<file path="config.mk">
export PLATFORM = sky130hd
export DESIGN_NAME = pixel_write_queue
export DESIGN_NICKNAME = d
export VERILOG_FILES = /design/src/rtl/pixel_write_queue_pkg.sv /design/src/rtl/pixel_write_queue_fifo.sv /design/src/rtl/pixel_write_queue.sv
export SDC_FILE = /design/constraint.sdc
export NUM_CORES = 1
export LEC_CHECK = 0
export CORE_MARGIN = 3
export CORE_UTILIZATION = 40
export CTS_BUF_LIST = sky130_fd_sc_hd__clkbuf_8
export DETAILED_ROUTE_END_ITERATION = 10
export GPL_TIMING_DRIVEN = 0
export SETUP_SLACK_MARGIN = 0.2
export SYNTH_ARGS = -nofsm -noshare
export SYNTH_HDL_FRONTEND = slang
export SYNTH_SLANG_ARGS = --single-unit
</file>
<file path="constraint.sdc">
create_clock -name Clck -period 5.45 [get_ports Clck]
set_input_delay 1.3625 -clock Clck [delete_from_list [all_inputs] [get_ports Clck]]
set_output_delay 1.3625 -clock Clck [all_outputs]
set_load 0.02 [all_outputs]
</file>
<file path="src/rtl/pixel_write_queue_pkg.sv">
// Shared widths, pixel record and FSM state codes for the pixel write queue.
// Replaces the screen-geometry macros of header.v with typed package constants.
package pixel_write_queue_pkg;

    localparam int SCR_WIDTH_BITS  = 8;
    localparam int SCR_HEIGHT_BITS = 7;
    localparam int COLOR_SIZE      = 3;

    localparam logic [COLOR_SIZE-1:0] FB_CLEAR_COLOR = 3'b000;

    typedef enum logic {
        S_CLEAR = 1'b0,
        S_RUN   = 1'b1
    } state_t;

    typedef struct packed {
        logic [SCR_WIDTH_BITS-1:0]  x;
        logic [SCR_HEIGHT_BITS-1:0] y;
        logic [COLOR_SIZE-1:0]      colour;
    } pixel_t;

endpackage

</file>
<file path="src/rtl/pixel_write_queue_fifo.sv">
// pixel_fifo: synchronous FIFO with wrap-bit pointers; full when indices match
// and wrap bits differ, empty when the pointers are identical.
module pixel_fifo #(
    parameter int unsigned DEPTH = 8,
    parameter int unsigned WIDTH = 18
) (
    input  logic             clk_i,
    input  logic             rst_ni,
    input  logic             push_i,
    input  logic             pop_i,
    input  logic [WIDTH-1:0] din_i,
    output logic [WIDTH-1:0] dout_o,
    output logic             full_o,
    output logic             empty_o
);

    localparam int unsigned AW = $clog2(DEPTH);

    logic [WIDTH-1:0] mem_q [DEPTH];
    logic [AW:0]      wr_ptr_q, rd_ptr_q;
    logic             do_push, do_pop;

    assign full_o  = (wr_ptr_q[AW-1:0] == rd_ptr_q[AW-1:0]) && (wr_ptr_q[AW] != rd_ptr_q[AW]);
    assign empty_o = (wr_ptr_q == rd_ptr_q);
    assign dout_o  = mem_q[rd_ptr_q[AW-1:0]];

    assign do_pop  = pop_i && !empty_o;
    assign do_push = push_i && (!full_o || do_pop);

    // NOTE: storage is deliberately not reset; the pointers alone define which
    // entries are valid, and a resettable array would cost a reset net per bit.
    always_ff @(posedge clk_i) begin
        if (do_push) begin
            mem_q[wr_ptr_q[AW-1:0]] <= din_i;
        end
    end

    // NOTE: state registers use non-blocking assignments so every flop samples
    // pre-edge values, independent of process evaluation order.
    always_ff @(posedge clk_i) begin
        if (!rst_ni) begin
            wr_ptr_q <= '0;
            rd_ptr_q <= '0;
        end else begin
            if (do_push) wr_ptr_q <= wr_ptr_q + 1'b1;
            if (do_pop)  rd_ptr_q <= rd_ptr_q + 1'b1;
        end
    end

endmodule

</file>
<file path="src/rtl/pixel_write_queue.sv">
// Converts painter print_enable strobes into valid/ready framebuffer writes via a FIFO.
// Define CLEAR_ON_RESET_EN to sweep the screen with CLEAR_COLOR after every reset.
module pixel_write_queue
    import pixel_write_queue_pkg::*;
#(
    parameter int unsigned            FIFO_DEPTH  = 8,
    parameter int unsigned            SCR_W       = 160,
    parameter int unsigned            SCR_H       = 120,
    parameter logic [COLOR_SIZE-1:0]  CLEAR_COLOR = FB_CLEAR_COLOR
) (
    input  logic                       Clck,
    input  logic                       Reset,
    input  logic [SCR_WIDTH_BITS-1:0]  paint_x_co,
    input  logic [SCR_HEIGHT_BITS-1:0] paint_y_co,
    input  logic [COLOR_SIZE-1:0]      color,
    input  logic                       print_enable,
    input  logic                       fb_ready,
    output logic                       fb_write,
    output logic [SCR_WIDTH_BITS-1:0]  fb_x,
    output logic [SCR_HEIGHT_BITS-1:0] fb_y,
    output logic [COLOR_SIZE-1:0]      fb_colour,
    output logic                       busy,
    output logic                       overflow
);

    state_t state_q, state_d;
    pixel_t cap_pix, fifo_dout, out_q, out_d;
    logic   pe_q, capture, load;
    logic   fifo_push, fifo_pop, fifo_full, fifo_empty;
    logic   fb_write_q, fb_write_d, overflow_q, overflow_d;

    assign cap_pix    = '{x: paint_x_co, y: paint_y_co, colour: color};
    assign capture    = print_enable && !pe_q;
    assign load       = !fb_write_q || fb_ready;
    // A full FIFO still takes a capture when the head leaves on the same edge.
    assign fifo_push  = capture && (!fifo_full || fifo_pop);
    assign overflow_d = overflow_q || (capture && fifo_full && !fifo_pop);

    pixel_fifo #(
        .DEPTH (FIFO_DEPTH),
        .WIDTH ($bits(pixel_t))
    ) u_fifo (
        .clk_i   (Clck),
        .rst_ni  (Reset),
        .push_i  (fifo_push),
        .pop_i   (fifo_pop),
        .din_i   (cap_pix),
        .dout_o  (fifo_dout),
        .full_o  (fifo_full),
        .empty_o (fifo_empty)
    );

`ifdef CLEAR_ON_RESET_EN
    localparam logic [SCR_WIDTH_BITS-1:0]  X_LAST = SCR_WIDTH_BITS'(SCR_W - 1);
    localparam logic [SCR_HEIGHT_BITS-1:0] Y_LAST = SCR_HEIGHT_BITS'(SCR_H - 1);

    logic [SCR_WIDTH_BITS-1:0]  sweep_x_q, sweep_x_d;
    logic [SCR_HEIGHT_BITS-1:0] sweep_y_q, sweep_y_d;
    logic                       sweep_last;

    assign sweep_last = (sweep_x_q == X_LAST) && (sweep_y_q == Y_LAST);
`else
    if (SCR_W == 0 || SCR_H == 0 || $bits(CLEAR_COLOR) != COLOR_SIZE) begin : g_bad_geometry
        $error("pixel_write_queue: invalid screen geometry");
    end
`endif

    // NOTE: every signal assigned here gets a default first, so no path can
    // leave one unassigned and infer a latch.
    always_comb begin
        state_d    = state_q;
        fb_write_d = fb_write_q;
        out_d      = out_q;
        fifo_pop   = 1'b0;
`ifdef CLEAR_ON_RESET_EN
        sweep_x_d  = sweep_x_q;
        sweep_y_d  = sweep_y_q;
`endif
        case (state_q)
`ifdef CLEAR_ON_RESET_EN
            S_CLEAR: begin
                if (!fb_write_q) begin
                    fb_write_d = 1'b1;
                    out_d      = '{x: sweep_x_q, y: sweep_y_q, colour: CLEAR_COLOR};
                end else if (fb_ready) begin
                    if (sweep_last) begin
                        // Hand over to the queue on the same edge to keep 1/clk throughput.
                        state_d    = S_RUN;
                        fifo_pop   = !fifo_empty;
                        fb_write_d = !fifo_empty;
                        if (!fifo_empty) out_d = fifo_dout;
                    end else begin
                        if (sweep_x_q == X_LAST) begin
                            sweep_x_d = '0;
                            sweep_y_d = sweep_y_q + 1'b1;
                        end else begin
                            sweep_x_d = sweep_x_q + 1'b1;
                        end
                        fb_write_d = 1'b1;
                        out_d      = '{x: sweep_x_d, y: sweep_y_d, colour: CLEAR_COLOR};
                    end
                end
            end
`endif
            S_RUN: begin
                if (load) begin
                    fifo_pop   = !fifo_empty;
                    fb_write_d = !fifo_empty;
                    if (!fifo_empty) out_d = fifo_dout;
                end
            end
            default: state_d = S_RUN;
        endcase
    end

    always_ff @(posedge Clck) begin
        if (!Reset) begin
`ifdef CLEAR_ON_RESET_EN
            state_q    <= S_CLEAR;
            sweep_x_q  <= '0;
            sweep_y_q  <= '0;
`else
            state_q    <= S_RUN;
`endif
            pe_q       <= 1'b0;
            fb_write_q <= 1'b0;
            out_q      <= '0;
            overflow_q <= 1'b0;
        end else begin
`ifdef CLEAR_ON_RESET_EN
            sweep_x_q  <= sweep_x_d;
            sweep_y_q  <= sweep_y_d;
`endif
            state_q    <= state_d;
            pe_q       <= print_enable;
            fb_write_q <= fb_write_d;
            out_q      <= out_d;
            overflow_q <= overflow_d;
        end
    end

    assign fb_write  = fb_write_q;
    assign fb_x      = out_q.x;
    assign fb_y      = out_q.y;
    assign fb_colour = out_q.colour;
    assign overflow  = overflow_q;
    assign busy      = (state_q == S_CLEAR) || !fifo_empty || fb_write_q;

endmodule

</file>
# ---- Word-level counts from Yosys, hierarchy flattened
# Memories as Yosys holds them, arrays and structs flattened. A register that Yosys moved wholly into a read port is not among the register bits.
# Index checks and enable logic that the tools add are counted.
# W data, S select, Z words.
dict set report classes {
  n_addsub 2
  eq_ne 3
  mux 3
  n_bitwise 1
  reduce_logical 19
}
# operator n
set ops {}
lappend ops {{$add A4 B1 Y4 const B} 2}
lappend ops {{$logic_and A1 B1 Y1} 7}
lappend ops {{$logic_not A1 Y1} 6}
lappend ops {{$logic_or A1 B1 Y1} 5}
lappend ops {{$eq A4 B4 Y1} 1}
lappend ops {{$eq A3 B3 Y1} 1}
lappend ops {{$mux W1} 3}
lappend ops {{$reduce_and A2 Y1} 1}
lappend ops {{$ne A1 B1 Y1} 1}
lappend ops {{$not A1 Y1} 1}
dict set report word_totals {
  register_bits 11
  mem_bits_rw 144
  in_bits 22
  out_inout_bits 21
  elab_cells 34
  memories 1
}
# name words word_bits read_ports rd_ports_with_merged_regs write_ports line_no
set memory_table {}
lappend memory_table {u_fifo.mem_q 8 18 1 1 1 pixel_write_queue_fifo.sv:19} ;# logic [WIDTH-1:0] mem_q [DEPTH];

# ---- Longest topological paths before layout
# Gate-level depths: netlist of the first run.
dict set report logic_depth {
  word_depth 8
  mapped_depth 6
  ltp_nobuf 5
}

# ---- Modules after synthesis
# From an unflattened synthesis of the first run, not the netlist that was laid out.
dict set report hier_totals {
  cells_unflattened 372
  hier_area_um2 6865.3
}
# module n_inst cells_each area_per_inst_um2 seq_area_each_um2
set modules_own_cells {}
lappend modules_own_cells {pixel_fifo 1 279 5984.5 4544.4}
lappend modules_own_cells {pixel_write_queue 1 93 880.8 420.4}

# ---- Worst setup path after synthesis of the first run
# Ideal clock, no wire load.
dict set report synth_path {
  path_type {input port to flip-flop}
  startpoint {in print_enable}
  endpoint {mem u_fifo.mem_q[4][0] (enable)}
  setup_ns 0.446
  arrival_time_ns 3.743
  required_time_ns 5.004
  path_slack_ns 1.261
  path_stages 3
  n_path_buf 0
  cell_sequence {nor2b_1 > o21ai_0 > nor4b_1}
}
dict set report synth_between {
  elab_chain_len 5
}
# item line_no
set synth_rtl {}
lappend synth_rtl {{start: declaration} pixel_write_queue.sv:16} ;# input logic print_enable,
lappend synth_rtl {{$logic_and A1 B1 Y1} pixel_write_queue.sv:33} ;# assign capture = print_enable && !pe_q;
lappend synth_rtl {{$logic_and A1 B1 Y1} pixel_write_queue.sv:36} ;# assign fifo_push = capture && (!fifo_full || fifo_pop);
lappend synth_rtl {{$logic_and A1 B1 Y1} pixel_write_queue_fifo.sv:28} ;# assign do_push = push_i && (!full_o || do_pop);
lappend synth_rtl {{$mux W1} pixel_write_queue_fifo.sv:33} ;# if (do_push) begin
lappend synth_rtl {{$mux W1 (implied by the code)} pixel_write_queue_fifo.sv:34} ;# mem_q[wr_ptr_q[AW-1:0]] <= din_i;
lappend synth_rtl {{end: declaration} pixel_write_queue_fifo.sv:19}
# No other way between the ends.

# ---- Worst setup path in the final report of the first run
dict set report layout_path {
  startpoint {reg u_fifo.wr_ptr_q[1]}
  endpoint {out busy}
}
dict set report layout_between {
  elab_chain_len 3
}
# item line_no
set layout_rtl {}
lappend layout_rtl {{start: declaration} pixel_write_queue_fifo.sv:20} ;# logic [AW:0] wr_ptr_q, rd_ptr_q;
lappend layout_rtl {{start signal: assignment} pixel_write_queue_fifo.sv:45} ;# if (do_push) wr_ptr_q <= wr_ptr_q + 1'b1;
lappend layout_rtl {{$eq A4 B4 Y1} pixel_write_queue_fifo.sv:24} ;# assign empty_o = (wr_ptr_q == rd_ptr_q);
lappend layout_rtl {{$logic_not A1 Y1} pixel_write_queue.sv:147} ;# assign busy = (state_q == S_CLEAR) || !fifo_empty || fb_write_q;
lappend layout_rtl {{$logic_or A1 B1 Y1} pixel_write_queue.sv:147}
lappend layout_rtl {{end: declaration} pixel_write_queue.sv:22} ;# output logic busy,
# No other way between the ends.

==> impl_metrics.toml, run 1 <==
[synthesis]
yosysMostFrequentCell = "edfxtp_1"
synth_area_leaders = "edfxtp_1 65%, mux4_2 12%, dfxtp_1 8.8%, mux2i_1 3.6%, o21ai_0 1.5%"
ys_warn_count = 0
yosys_register_bits = 173
netlist_area_mm2 = 0.00661
synth_cell_types = 32
synth.top_cells.by_count = "144 x edfxtp_1, 36 x mux4_2, 29 x dfxtp_1, 24 x mux2i_1, 20 x o21ai_0"
syn_avg_cell_area_um2 = 19.1
syn_inst = 345
synth.net_count = 369
seq_area_frac_synth = 0.742
synth_top_area_frac = 0.655
synth_edf_count = 144
yosysTopAreaCell = "edfxtp_1"
synthArstFlopShare = 0
synth_flop_cell = "edfxtp_1"

[setup_path]
path_max_fanout = 10
worst_setup_path_end_kind = "output port"
crit_path_cell_trace = "buf_2 > xnor2_1 > nand3_1 > or3_1 > clkdlybuf4s50_1"
slowest_delay_ps = 540
cp_top_family = "buffers and inverters"
cp_num_buf_inv = 2
cp_slowest_cell = "clkdlybuf4s50_1"
crit_required_ps = 4090
start_kind = "register"
critPathArrivalTime_ps = 2320
path_class = "register to output port"

[drt]
vias = 3370
drtPass1Iterations = 4
drc = 0
drt_iter0_drc = 358
finalWirelength_mm = 13.6
drtAntennaViolNets = 0
via_per_inst = 5.18
wl_per_cell_um = 20.8

[place]
portBuffers = 42
post-dp-hpwl_mm = 8.74
pre_cts_ws_ps = 1530
gp_congestion = 0.721

[die]
ios = 43
coreArea_mm2 = 0.0160
initial_utilization = 0.413
die_w_um = 135
die_area_mm2 = 0.0181
fp-row-count = 46
dieHeight_um = 135

[clocking]
ctsRootBufferMaster = "clkbuf_8"
cts.sink_count = 173
cts_setup_buffers = 0
cts_buffers = 17
cts_buffer_depth = 2
clock_latency_ps = 450
cts_resized = 0
cts_hold_buf = 0
cts.clk_slew.worst_paths_ps = 80
cts.htree.levels = 4
tritoncts = "yes"

[global_route]
grt.overflow.total = 0
grt_usage = 0.159
grt_pass1_vias = 3430
grt_max_degree = 19
antenna_found_initial = 0
grt_pass1_wl_mm = 20.5

[finish]
drive_gt1_frac = 0.225
diodes = 0
syn2layout_area_growth_pct = 18.5
nNetsFinal = 446
final_core_util = 0.489

[sta]
maxSlewViolCount = 0
clock_skew_ps = 9.78
whs_ps = 492
hold_viol = 0
rsz0062_at_grt = "false"
relSlewSlack = 0.150
finalCritPeriodShare = 0.676
setup_violations = 0
fin_setup_tns_ps = 0
worst_slack_ps = 1770
min_period_ps = 3680
tightest_slew_ps = 1270
max_freq_mhz = 271

[pwr]
peakVddDrop_v = 0.000167
powerDensity_mw_per_mm2 = 410
power.leakage_nw = 2.48

[job]
max_cap_violations = 0

[status]
run_status = "finished, final reports clean"

[min_path]
hold_class = "register to register"
## per-layer routing
| metal | up-vias | track usage | wire length, µm |
|---|---|---|---|
| li1 | 1539 | - | - |
| met1 | 1722 | 0.220 | 5940 |
| met2 | 92 | 0.246 | 6620 |
| met3 | 17 | 0.0387 | 773 |
| met4 | 0 | 0.0617 | 227 |
| met5 | - | 0 | 0 |
## final timing paths
kind,start,to,slack (ps),cells after the start
min reg2reg,overflow,overflow,490,2
min,overflow,overflow,490,2
max,u_fifo.wr_ptr_q[1],busy,1770,5
max reg2reg,u_fifo.wr_ptr_q[1],u_fifo.mem_q[6][2],2700,5
## tightest hold or removal path: stages (launching register included)
cell and delay, ps:
dfxtp_1 340, a31oi_1 40, nor2_1 80
## area by class of cell
type | count | area (µm²)
inverters | 2 | 7.51
plain buffers | 21 | 115
flip-flops and latches | 173 | 4900
fillers | 1399 | 8170
repair buffers | 58 | 568
multi-input cells | 149 | 1620
well taps | 216 | 270
clock buffers | 17 | 234
clock inverters | 15 | 108
## kinds of logic after synthesis
logic type / after synthesis / synth area share
xor+xnor: 6 / 0.00795
fa+ha+maj: 2 / 0.00379
buf+inv: 23 / 0.0186
simple gates: 37 / 0.0318
flops: 173 / 0.742
compound gates: 44 / 0.0364
mux: 60 / 0.159
## layout by cell type (no fill, tap or decap), types with 2 or more instances in the layout
cell,instances
nand3_1,2
buf_2,8
buf_6,5
clkinvlp_4,6
mux2i_1,24
and4b_1,2
o21ai_0,20
nand4_1,3
clkbuf_8,17
nor2_1,4
xnor2_1,5
nor4b_2,3
a21oi_1,18
clkbuf_1,8
nand2_1,9
ha_1,2
clkinv_2,2
nand2b_1,6
edfxtp_1,144
clkdlybuf4s50_1,42
inv_1,3
buf_4,14
nor2b_1,2
a31oi_1,2
clkinv_1,5
dfxtp_1,29
mux4_2,36
## through the flow
| step | instances | power (mW) | cell area (µm²) |
|---|---|---|---|
| after global placement | 603 | 2.45 | 7300 |
| final | 651 | 3.21 | 7830 |
| after detailed placement | 619 | 2.47 | 7490 |
| after CTS | 651 | 3.24 | 7830 |
| after floorplan | 345 | 2.12 | 6610 |
| after global routing | 651 | 3.35 | 7830 |
## power breakdown
part	total [mW]	switching, mW	internal, mW
clock network	0.782	0.435	0.348
logic	0.844	0.455	0.389
registers	1.58	0.0527	1.53
total	3.21	0.942	2.27
## sequential cells by signal, summed over array words and instances (netlist names)
register	flops
fb_colour	3
fb_write	1
fb_x	8
fb_y	7
overflow	1
pe_q	1
u_fifo.mem_q	144
u_fifo.rd_ptr_q	4
u_fifo.wr_ptr_q	4
(Power assumes the default switching activity.)
==> run 2: changes to the inputs <==
Clock period 5.45 ns to 3.5 ns, I/O delays scaled along.
==> impl_metrics.toml, run 2 (same netlist as run 1, synthesis figures left out) <==
[status]
run_status = "finished, final reports clean"

[setup_path]
slowest_delay_ps = 540
crit_path_cell_trace = "clkbuf_4 > xnor2_2 > nand3_1 > or3_1 > clkdlybuf4s50_1"
path_max_fanout = 10
path_class = "register to output port"
start_kind = "register"
cp_num_buf_inv = 2
worst_setup_path_end_kind = "output port"
critPathArrivalTime_ps = 2210
cp_top_family = "buffers and inverters"
crit_required_ps = 2620
cp_slowest_cell = "clkdlybuf4s50_1"

[global_route]
met3_usage = 0.0455
grt_max_degree = 20
top_usage_layer = "met2"
antenna_found_initial = 0
grt_pass1_vias = 3427
grt_usage = 0.160
grt_pass1_wl_mm = 20.8
met1_usage = 0.225
use_met2 = 0.245
grt.overflow.total = 0

[die]
die_area_mm2 = 0.0181
dieHeight_um = 135
fp-row-count = 46
coreArea_mm2 = 0.0160
ios = 43
initial_utilization = 0.413
die_w_um = 135

[sta]
finalCritPeriodShare = 0.881
hold_viol = 0
fin_setup_tns_ps = 0
setup_violations = 0
tightest_slew_ps = 1230
clock_skew_ps = 10.3
relSlewSlack = 0.181
min_period_ps = 3080
maxSlewViolCount = 0
max_freq_mhz = 324
rsz0062_at_grt = "false"

[finish]
largest_register_ffs = 144
final_core_util = 0.492
mostFrequentLayoutCell = "edfxtp_1"
syn2layout_area_growth_pct = 19.3
diodes = 0
final_area_mm2 = 0.00788
nNetsFinal = 443
drive_gt1_frac = 0.232
layout.cells.non_filler = 647
layout_common_cells = "144 x edfxtp_1, 42 x clkdlybuf4s50_1, 36 x mux4_2"

[clocking]
ctsRootBufferMaster = "clkbuf_8"
cts_buffer_depth = 2
clock_latency_ps = 440
cts_setup_buffers = 0
cts_buffers = 17
cts.sink_count = 173
cts.htree.levels = 4
cts_hold_buf = 0
tritoncts = "yes"
cts_resized = 0
cts.clk_slew.worst_paths_ps = 90

[job]
max_cap_violations = 0

[pwr]
power.leakage_nw = 2.48
peakVddDrop_v = 0.000387
powerDensity_mw_per_mm2 = 658
fin_total_pwr_mw = 5.19

[drt]
drtAntennaViolNets = 0
drt_iter0_drc = 331
finalWirelength_mm = 13.7
wl_per_cell_um = 21.1
drc = 0
drtPass1Iterations = 6
vias = 3404
via_per_inst = 5.26

[place]
gp_congestion = 0.729
dpl_cell_area_mm2 = 0.00746
post-dp-hpwl_mm = 8.67
portBuffers = 42
dp.cells = 616

[min_path]
hold_class = "register to register"
-- run 2: path summary, 6_finish.rpt --
check                                   startpoint            endpoint  slack, ps  cells past startpoint
worst min register to register            overflow            overflow        480                      2
worst max register to register  u_fifo.wr_ptr_q[1]  u_fifo.mem_q[6][7]        810                      5
worst min-delay path                      overflow            overflow        480                      2
worst max-delay path            u_fifo.wr_ptr_q[1]                busy        420                      5
-- run 2: through the flow --
stage / worst slack (ps) / hold WS [ps]
4_1_cts: 276 / 496
2_1_floorplan: -197 / 479
3_5_place_dp: 117 / 475
5_1_grt: 265 / 540
6_report: 418 / 480
3_3_place_gp: -2970 / 460
-- run 2: cell type report --
type | instances | area (µm²)
clock buffer | 17 | 234
tap | 216 | 270
fill | 1383 | 8120
multi-input combinational | 149 | 1640
buffer | 21 | 118
inverter | 2 | 7.51
timing repair buffer | 55 | 537
sequential | 173 | 4900
clock inverter | 14 | 173
-- run 2: layer usage --
metal	part of all wire	wire [µm]
met4	0.016	220
met3	0.056	763
met2	0.49	6670
met5	0	0
met1	0.44	6010
-- run 2: report_power, final --
group / switching, mW / total, mW / internal [mW]
Clock: 0.703 / 1.40 / 0.701
Sequential: 0.0870 / 2.47 / 2.38
Combinational: 0.705 / 1.31 / 0.609
-- run 2: worst reg2reg max path: stages, from the launching register on --
cell and delay [ps]:
dfxtp_1 320, clkbuf_4 200, xnor2_2 170, and3_1 240
a21oi_2 290, and4b_1 1070
==> run 3: changes to the inputs <==
Settings changed: PLACE_DENSITY set to 0.61, REMOVE_ABC_BUFFERS set to 1.
==> impl_metrics.toml, run 3 (same netlist as run 1, synthesis figures left out) <==
[clocking]
ctsRootBufferMaster = "clkbuf_8"
tritoncts = "yes"
cts_buffers = 17
clock_latency_ps = 450
cts_buffer_depth = 2
cts.htree.levels = 4
cts.clk_slew.worst_paths_ps = 80
cts.sink_count = 173

[drt]
wl_met3_um = 562
wl_per_cell_um = 20.4
highest_layer = "met4"
drtAntennaViolNets = 0
drc = 0
via_per_inst = 5.21
drtPass1Iterations = 4
vias = 3308
drt_iter0_drc = 246
finalWirelength_mm = 12.9
wl_met1_mm = 5.90
met2_length_mm = 6.33

[global_route]
grt_max_degree = 33
grt_pass1_vias = 3392
grt_usage = 0.154
grt_pass1_wl_mm = 20.1
antenna_found_initial = 0
grt.overflow.total = 0

[finish]
layout_common_cells = "144 x edfxtp_1, 42 x clkdlybuf4s50_1, 36 x mux4_2"
mostFrequentLayoutCell = "edfxtp_1"
largest_register_ffs = 144
drive_gt1_frac = 0.241
diodes = 0
nNetsFinal = 430
final_core_util = 0.494
syn2layout_area_growth_pct = 19.7

[setup_path]
crit_required_ps = 2620
start_kind = "register"
worst_setup_path_end_kind = "output port"
path_max_fanout = 20
path_class = "register to output port"
critPathArrivalTime_ps = 2330

[place]
portBuffers = 42
gp_congestion = 0.794
pre_cts_ws_ps = -40.4
post-dp-hpwl_mm = 7.54

[sta]
relSlewSlack = 0.123
fin_setup_tns_ps = 0
worst_slack_ps = 294
setup_violations = 0
min_period_ps = 3210
whs_ps = 476
maxSlewViolCount = 0
clock_skew_ps = 9.06
rsz0062_at_grt = "false"
finalCritPeriodShare = 0.916
tightest_slew_ps = 1310
hold_viol = 0
max_freq_mhz = 312

[status]
run_status = "finished, final reports clean"

[min_path]
hold_class = "register to register"

[pwr]
fin_total_pwr_mw = 5.16
peakVddDrop_v = 0.000282
powerDensity_mw_per_mm2 = 653
power.leakage_nw = 2.50

[die]
ios = 43
fp-row-count = 46
die_area_mm2 = 0.0181
initial_utilization = 0.413
die_w_um = 135
dieHeight_um = 135
coreArea_mm2 = 0.0160

[job]
max_cap_violations = 0
run 3: cell types whose count changed in the layout (fill, tap and decap cells not counted), moves of 4 or more:
cell      previous run  this run
buf_4                9        13
dfxtp_1             29        23
buf_2                7         0
clkbuf_1             8         0
buf_6                8         3
run 3: cell type report:
type	count	area [µm²]
Tap cell	216	270
Timing Repair Buffer	63	654
Sequential cell	173	4920
Multi-Input combinational cell	149	1650
Inverter	2	7.51
Clock inverter	14	155
Fill cell	1331	8090
Clock buffer	18	248
run 3: timing repair:
| action | CTS | global route |
|---|---|---|
| endpoints found under the setup margin | 24 | 1 |
| gates resized for setup | 3 | 5 |
| setup buffers | 5 | 0 |
| hold buffers | 0 | 0 |
| endpoints found under the hold margin | 0 | 0 |
| cloned | 0 | 0 |
run 3: per-stage QoR:
stage / instances / area, µm²
detailed placement: 598 / 7390
CTS: 635 / 7890
floorplan: 324 / 6490
global route: 635 / 7910
finish: 635 / 7910
global placement: 582 / 7180
run 3: path summary, 6_finish.rpt:
check	from	to	slack, ps	cells past startpoint
min	overflow	overflow	480	2
min reg2reg	overflow	overflow	480	2
max	u_fifo.rd_ptr_q[2]	busy	290	5
max reg2reg	u_fifo.rd_ptr_q[0]	u_fifo.mem_q[6][7]	720	4
run 3: critical path, cell delays in order (launching register included):
cell and delay, ps:
dfxtp_4 360, buf_12 160, xnor2_2 270, nand3_1 160, or3_1 370, clkdlybuf4s50_1 540
run 3: per-layer routing:
metal | GRT usage | vias up
met4 | 0.0560 | 0
li1 | - | 1511
met2 | 0.238 | 80
met5 | 0 | -
met3 | 0.0436 | 12
met1 | 0.211 | 1705
run 3: where the power goes:
group	switching, mW	internal, mW
Clock	0.666	0.711
Sequential	0.139	2.39
Combinational	0.624	0.638
